--- config.mk ---
export PLATFORM = sky130hd
export DESIGN_NAME = tone_detect
export DESIGN_NICKNAME = d
export VERILOG_FILES = /design/src/rtl/tone_detect.sv
export SDC_FILE = /design/constraint.sdc
export NUM_CORES = 1
export LEC_CHECK = 0
export ABC_AREA = 1
export BUFFER_PORTS_ARGS = -buffer_cell sky130_fd_sc_hd__buf_2
export CAP_MARGIN = 0
export CELL_PAD_IN_SITES_DETAIL_PLACEMENT = 0
export CELL_PAD_IN_SITES_GLOBAL_PLACEMENT = 1
export CORE_MARGIN = 5
export CORE_UTILIZATION = 45
export CTS_CLUSTER_DIAMETER = 200
export DETAILED_ROUTE_END_ITERATION = 16
export PLACE_DENSITY = 0.87
export SLEW_MARGIN = 0
export SYNTH_ARGS = -nofsm -noshare
export SYNTH_HDL_FRONTEND = slang
export SYNTH_SLANG_ARGS = --single-unit
--- constraint.sdc ---
create_clock -name clk -period 4.9 [get_ports clk]
set_input_delay 0.49 -clock clk [delete_from_list [all_inputs] [get_ports clk]]
set_output_delay 0.49 -clock clk [all_outputs]
set_load 0.005 [all_outputs]
--- src/rtl/tone_detect.sv ---
// rtl/tone_detect.sv - recognises note and octave from a signed PCM stream via zero-crossing period
module tone_detect #(
   parameter int clk_mhz        = 50,
   parameter int y_width        = 16,
   parameter int note_width     = 4,
   parameter int sample_rate_hz = 48828,
   parameter int hyst           = 512,
   parameter int stable         = 3,
   parameter int period_width   = 12
) (
   input  logic                      clk,
   input  logic                      reset,
   input  logic                      sample_valid,
   input  logic signed [y_width-1:0] sample,
   output logic [note_width-1:0]     note,
   output logic [2:0]                octave,
   output logic                      note_valid,
   output logic [period_width-1:0]   period
);

   typedef enum logic [1:0] {IDLE, NORM, MATCH, FILTER} state_t;

   // Equal-tempered C3..B3 in Hz; periods in samples are derived from the strobe rate.
   function automatic int tone_period(input int i);
      real f;
      case (i)
         0:       f = 130.8128;
         1:       f = 138.5913;
         2:       f = 146.8324;
         3:       f = 155.5635;
         4:       f = 164.8138;
         5:       f = 174.6141;
         6:       f = 184.9972;
         7:       f = 195.9977;
         8:       f = 207.6523;
         9:       f = 220.0000;
         10:      f = 233.0819;
         default: f = 246.9417;
      endcase
      return $rtoi(real'(sample_rate_hz) / f);
   endfunction

   localparam logic [period_width-1:0] t_tab [0:11] = '{
      period_width'(tone_period(0)),  period_width'(tone_period(1)),
      period_width'(tone_period(2)),  period_width'(tone_period(3)),
      period_width'(tone_period(4)),  period_width'(tone_period(5)),
      period_width'(tone_period(6)),  period_width'(tone_period(7)),
      period_width'(tone_period(8)),  period_width'(tone_period(9)),
      period_width'(tone_period(10)), period_width'(tone_period(11))};

   // Folding window sits a quarter tone below B3 and spans exactly one octave.
   localparam int                      lo_int    = $rtoi(real'(tone_period(11)) * 0.9715);
   localparam logic [period_width-1:0] lo        = period_width'(lo_int);
   localparam logic [period_width-1:0] hi        = period_width'(2 * lo_int);
   localparam logic [period_width-1:0] cnt_max   = {period_width{1'b1}};
   localparam logic [note_width-1:0]   note_none = note_width'(12);
   localparam int                      run_w     = $clog2(stable + 1);
   localparam logic signed [y_width-1:0] hyst_pos = y_width'(hyst);
   localparam logic signed [y_width-1:0] hyst_neg = -hyst_pos;

   // Sample strobes must be spaced wider than the ~20-cycle estimate pipeline.
   localparam int clk_per_sample = (clk_mhz * 1000000) / sample_rate_hz;
   if (clk_per_sample < 20) begin : g_strobe_spacing_too_tight
   end

   state_t                  state_q, state_d;
   logic                    armed_q, armed_d;
   logic [period_width-1:0] cnt_q, cnt_d;
   logic [period_width-1:0] period_q, period_d;
   logic [period_width-1:0] n_q, n_d;
   logic [2:0]              k_q, k_d;
   logic [3:0]              idx_q, idx_d;
   logic [period_width-1:0] best_diff_q, best_diff_d;
   logic [3:0]              best_idx_q, best_idx_d;
   logic                    est_none_q, est_none_d;
   logic [note_width-1:0]   prev_note_q, prev_note_d;
   logic [2:0]              prev_oct_q, prev_oct_d;
   logic [run_w-1:0]        run_q, run_d;
   logic [note_width-1:0]   note_q, note_d;
   logic [2:0]              octave_q, octave_d;
   logic                    note_valid_q, note_valid_d;

   logic                    crossing, timeout;
   logic [period_width-1:0] p_val, tab_val, diff;
   logic [note_width-1:0]   est_note;
   logic [2:0]              est_oct;
   logic [run_w-1:0]        run_next;

   // Hysteretic rising zero-crossing detector and saturating period counter.
   always_comb begin
      armed_d  = armed_q;
      cnt_d    = cnt_q;
      period_d = period_q;
      crossing = 1'b0;
      timeout  = 1'b0;
      p_val    = cnt_q;
      if (sample_valid) begin
         if (armed_q && sample >= hyst_pos) begin
            crossing = 1'b1;
            armed_d  = 1'b0;
            p_val    = (cnt_q == cnt_max) ? cnt_max : cnt_q + 1'b1;
            period_d = p_val;
            cnt_d    = '0;
         end else begin
            if (sample <= hyst_neg) armed_d = 1'b1;
            if (cnt_q != cnt_max) begin
               cnt_d   = cnt_q + 1'b1;
               timeout = (cnt_q == cnt_max - 1'b1);
            end
         end
      end
   end

   // Estimate pipeline (fold, table match, stability filter) plus silence timeout.
   always_comb begin
      state_d      = state_q;
      n_d          = n_q;
      k_d          = k_q;
      idx_d        = idx_q;
      best_diff_d  = best_diff_q;
      best_idx_d   = best_idx_q;
      est_none_d   = est_none_q;
      prev_note_d  = prev_note_q;
      prev_oct_d   = prev_oct_q;
      run_d        = run_q;
      note_d       = note_q;
      octave_d     = octave_q;
      note_valid_d = note_valid_q;
      tab_val      = t_tab[idx_q];
      diff         = (n_q >= tab_val) ? n_q - tab_val : tab_val - n_q;
      est_note     = est_none_q ? note_none : note_width'(best_idx_q);
      est_oct      = est_none_q ? 3'd0 : k_q;
      run_next     = ((est_note == prev_note_q) && (est_oct == prev_oct_q)) ?
                     ((run_q == run_w'(stable)) ? run_q : run_q + 1'b1) : run_w'(1);
      case (state_q)
         IDLE: begin
            if (crossing) begin
               n_d     = p_val;
               k_d     = 3'd0;
               state_d = NORM;
            end
         end
         NORM: begin
            if (k_q == 3'd0 && n_q >= hi) begin
               est_none_d = 1'b1;
               state_d    = FILTER;
            end else if (n_q >= lo) begin
               est_none_d = 1'b0;
               idx_d      = 4'd0;
               state_d    = MATCH;
            end else if (k_q == 3'd5) begin
               est_none_d = 1'b1;
               state_d    = FILTER;
            end else begin
               n_d = {n_q[period_width-2:0], 1'b0};
               k_d = k_q + 3'd1;
            end
         end
         MATCH: begin
            if (idx_q == 4'd0 || diff < best_diff_q) begin
               best_diff_d = diff;
               best_idx_d  = idx_q;
            end
            if (idx_q == 4'd11) state_d = FILTER;
            else                idx_d   = idx_q + 4'd1;
         end
         FILTER: begin
            prev_note_d = est_note;
            prev_oct_d  = est_oct;
            run_d       = run_next;
            if (run_next == run_w'(stable)) begin
               note_d       = est_note;
               octave_d     = est_oct;
               note_valid_d = !est_none_q;
            end
            state_d = IDLE;
         end
         default: state_d = IDLE;
      endcase
      if (timeout) begin
         note_d       = note_none;
         note_valid_d = 1'b0;
         prev_note_d  = note_none;
         prev_oct_d   = 3'd0;
         run_d        = '0;
      end
   end

   // State registers with asynchronous reset.
   always_ff @(posedge clk or posedge reset) begin
      if (reset) begin
         state_q      <= IDLE;
         armed_q      <= 1'b0;
         cnt_q        <= '0;
         period_q     <= '0;
         n_q          <= '0;
         k_q          <= '0;
         idx_q        <= '0;
         best_diff_q  <= '0;
         best_idx_q   <= '0;
         est_none_q   <= 1'b0;
         prev_note_q  <= note_none;
         prev_oct_q   <= '0;
         run_q        <= '0;
         note_q       <= note_none;
         octave_q     <= '0;
         note_valid_q <= 1'b0;
      end else begin
         state_q      <= state_d;
         armed_q      <= armed_d;
         cnt_q        <= cnt_d;
         period_q     <= period_d;
         n_q          <= n_d;
         k_q          <= k_d;
         idx_q        <= idx_d;
         best_diff_q  <= best_diff_d;
         best_idx_q   <= best_idx_d;
         est_none_q   <= est_none_d;
         prev_note_q  <= prev_note_d;
         prev_oct_q   <= prev_oct_d;
         run_q        <= run_d;
         note_q       <= note_d;
         octave_q     <= octave_d;
         note_valid_q <= note_valid_d;
      end
   end

   assign note       = note_q;
   assign octave     = octave_q;
   assign note_valid = note_valid_q;
   assign period     = period_q;

endmodule
==> summary.txt <==
Floorplanning
  – FP Rows: 42
  – Chip Height: 126 µm
  – Core Area: roughly 13000 µm²
  – DIE AREA: 15900 µm²
  – Io pins: 39
  – Starting density of the core: 0.459
  – Die width: around 130 µm

Cells and area
  – Multi-input logic area: 3400 µm²
  – ANT cells: 0
  – Fillers: ~1300
  – Register Area: about 2000 µm²
  – Fin nets: between 900 and 1000
  – Proportion of layout cells with a drive suffix above 1: 0.129
  – Area growth syn-to-layout: 9.43%
  – Final Util: 0.502

Worst setup path
  – Crit path DAT: 4.63 ns
  – Critical path class: flip-flop to flip-flop
  – CP max stage cell: dfrtp_1
  – Req. time, crit path: slightly above 5 ns
  – Startpoint Class: flip-flop
  – Nature of the critical path endpoint: flip-flop
  – Path depth of the worst reg2reg path: 26
  – CP max FO: 28
  – Worst Setup SP: idx_q[0]
  – Crit-path max cell delay: 0.48 ns
  – Worst R2R Start: idx_q[0]

Clock tree
  – Total CTS buffers: 9
  – Hold-fix buffers at CTS: 0
  – CTS tree: built
  – Clock Latency Late Sink: ~0.35 ns
  – TritonCTS Sinks: 80
  – Clk buf depth: 2
  – CTS H-tree lvls: 3
  – Clk slew on worst S/H paths: 0.07 ns
  – Clock Root Buffer: clkbuf_16

Yosys
  – Post-Syn Area: 6050 µm²
  – FF+latch count, synth: 80
  – EDFF count, synth: 0
  – Distinct cells, synth: 43
  – Sequential fraction of the synthesis area: 0.332
  – Synth Net Count: 939
  – Mean post-synth cell area: 6.93 µm²
  – Commonest cells in the netlist: 307 x nand2_1, 123 x inv_1, 76 x dfrtp_1
  – Area leader, netlist: dfrtp_1
  – Synth Warn #: 0
  – Post-synth top flop: dfrtp_1
  – Post-Synthesis Cells: 873
  – Top post-synthesis cells by area: dfrtp_1 31%, nand2_1 19%, ha_1 9.3%
  – Post-synth top area share: 0.314
  – Post-synth ARST share: 1.00
  – Most frequent cell after synthesis: nand2_1

Global routing
  – Initial antenna violation count: 0
  – Largest net degree at the start of global routing: 63
  – GR Overflow Total: 0
  – Overall Global Routing Usage: 0.188
  – Vias in the first global route: 4998
  – First-pass GRT wire length: 24400 µm

STA
  – Clock Skew: 0.0109 ns
  – Final Hold Vio Count: 0
  – Final setup violation count: 0
  – Rel. slew slack: 0.392
  – Fmax: 227 MHz
  – Fin crit share: 0.899
  – Max-slew violation count: 0
  – Final Hold Slack: 0.0757 ns
  – TNS Setup: 0 ns
  – Worst-Margin Slew: 0.903 ns
  – RSZ-0062 raised after global routing: false
  – Final Critical Period: 4.41 ns

Placed design
  – Gpl congestion: a little under 1
  – Number of port buffers: 38
  – Dpl hpwl: 11100 µm

Drt
  – Residual DRC: 0
  – WL final: 14400 µm
  – Routed len/inst: roughly 13 µm
  – Post-route ant nets: 0
  – Via count: 5270
  – Initial DRC Count: ~300
  – Vias/cell: around 4.9
  – Pre-antenna DRT Iters: 7

Power and ir drop
  – Worst VDD drop: approximately 230 µV
  – PD cells: 606 nW/µm²
  – Total chip power: 4.02 mW
  – Lkg Pwr: about 3.7 nW

Run
  – Max_cap viols: 0

Outcome
  – Outcome: finished clean

Hold path
  – Hold Crit Class: input pin to asynchronous set/reset pin
-- state kept, by name (all words and copies together) (netlist names) --
register / count
idx_q: 4
cnt_q: 12
n_q: 12
best_idx_q: 4
prev_note_q: 4
est_none_q: 1
state_q: 2
best_diff_q: 12
period: 12
run_q: 2
armed_q: 1
octave: 3
k_q: 3
prev_oct_q: 3
note: 4
note_valid: 1
-- logic make-up (layout without fill, tap and decap cells) --
kind of cell	Yosys count	after routing	synth area share
compound gates	95	95	0.0893
xor+xnor	21	21	0.0304
fa+ha+maj	47	47	0.0996
buf+inv	153	189	0.108
flops	80	80	0.332
simple gates	477	477	0.342
-- per-stage QoR --
step / std cells / setup WS [ns] / instance area, µm²
after floorplan: 873 / 1.08 / 6050
after global placement: 1069 / 0.538 / 6330
after detailed placement: 1069 / 0.438 / 6330
after CTS: 1085 / 0.374 / 6620
after global routing: 1085 / 0.0212 / 6620
final: 1085 / 0.493 / 6620
-- repair_timing --
item | CTS | global route
gates resized for setup | 0 | 2
endpoints found under the hold margin | 0 | 0
setup buffers | 0 | 0
endpoints found under the setup margin | 0 | 16
-- path summary, 6_finish.rpt --
kind	end	slack (ns)
worst max-delay path	best_diff_q[7]	0.49
worst max register to register	best_diff_q[7]	0.49
worst min-delay path	note_valid	0.08
worst min register to register	period[4]	0.48
min in group clk	armed_q	0.41
max in group asynchronous	period[3]	3.71
-- worst max-delay path, delay by kind of cell, from the launching register on --
| kind | cells | cell delay [ns] |
|---|---|---|
| AOI/OAI and AO/OA | 5 | 1.06 |
| buffers and inverters | 6 | 0.64 |
| adders and majority gates | 3 | 0.86 |
| DFF | 1 | 0.48 |
| and+or+nand+nor | 12 | 1.24 |
-- final cells by class --
cell class,count,area share
clock buffer,10,0.0361
inverter,133,0.0756
sequential,80,0.303
clock inverter,6,0.00775
multi-input combinational,640,0.513
timing repair buffer,40,0.0310
tap,176,0.0333
-- report_power, final --
part	switching [mW]	internal, mW
logic	1.53	0.817
registers	0.147	0.859
clock network	0.302	0.363
-- per-layer routing --
metal / GRT usage / wire (µm) / share of wire / up-vias
met5: 0 / 0 / 0 / -
met2: 0.294 / 6470 / 0.45 / 96
li1: - / - / - / 2790
met4: 0.0637 / 247 / 0.017 / 0
met1: 0.266 / 7160 / 0.50 / 2366
met3: 0.0288 / 515 / 0.036 / 18
-- layout by cell type, fill, tap and decap left out, drive strengths merged, types with 7 or more instances in the layout --
cell / count
a21oi: 29
buf: 40
clkbuf: 10
dfrtp: 76
ha: 45
inv: 132
nand2: 333
nand3: 70
nor2: 54
nor3: 9
o21ai: 49
o22ai: 7
xor2: 16
Power figures use the tool's default switching activity.
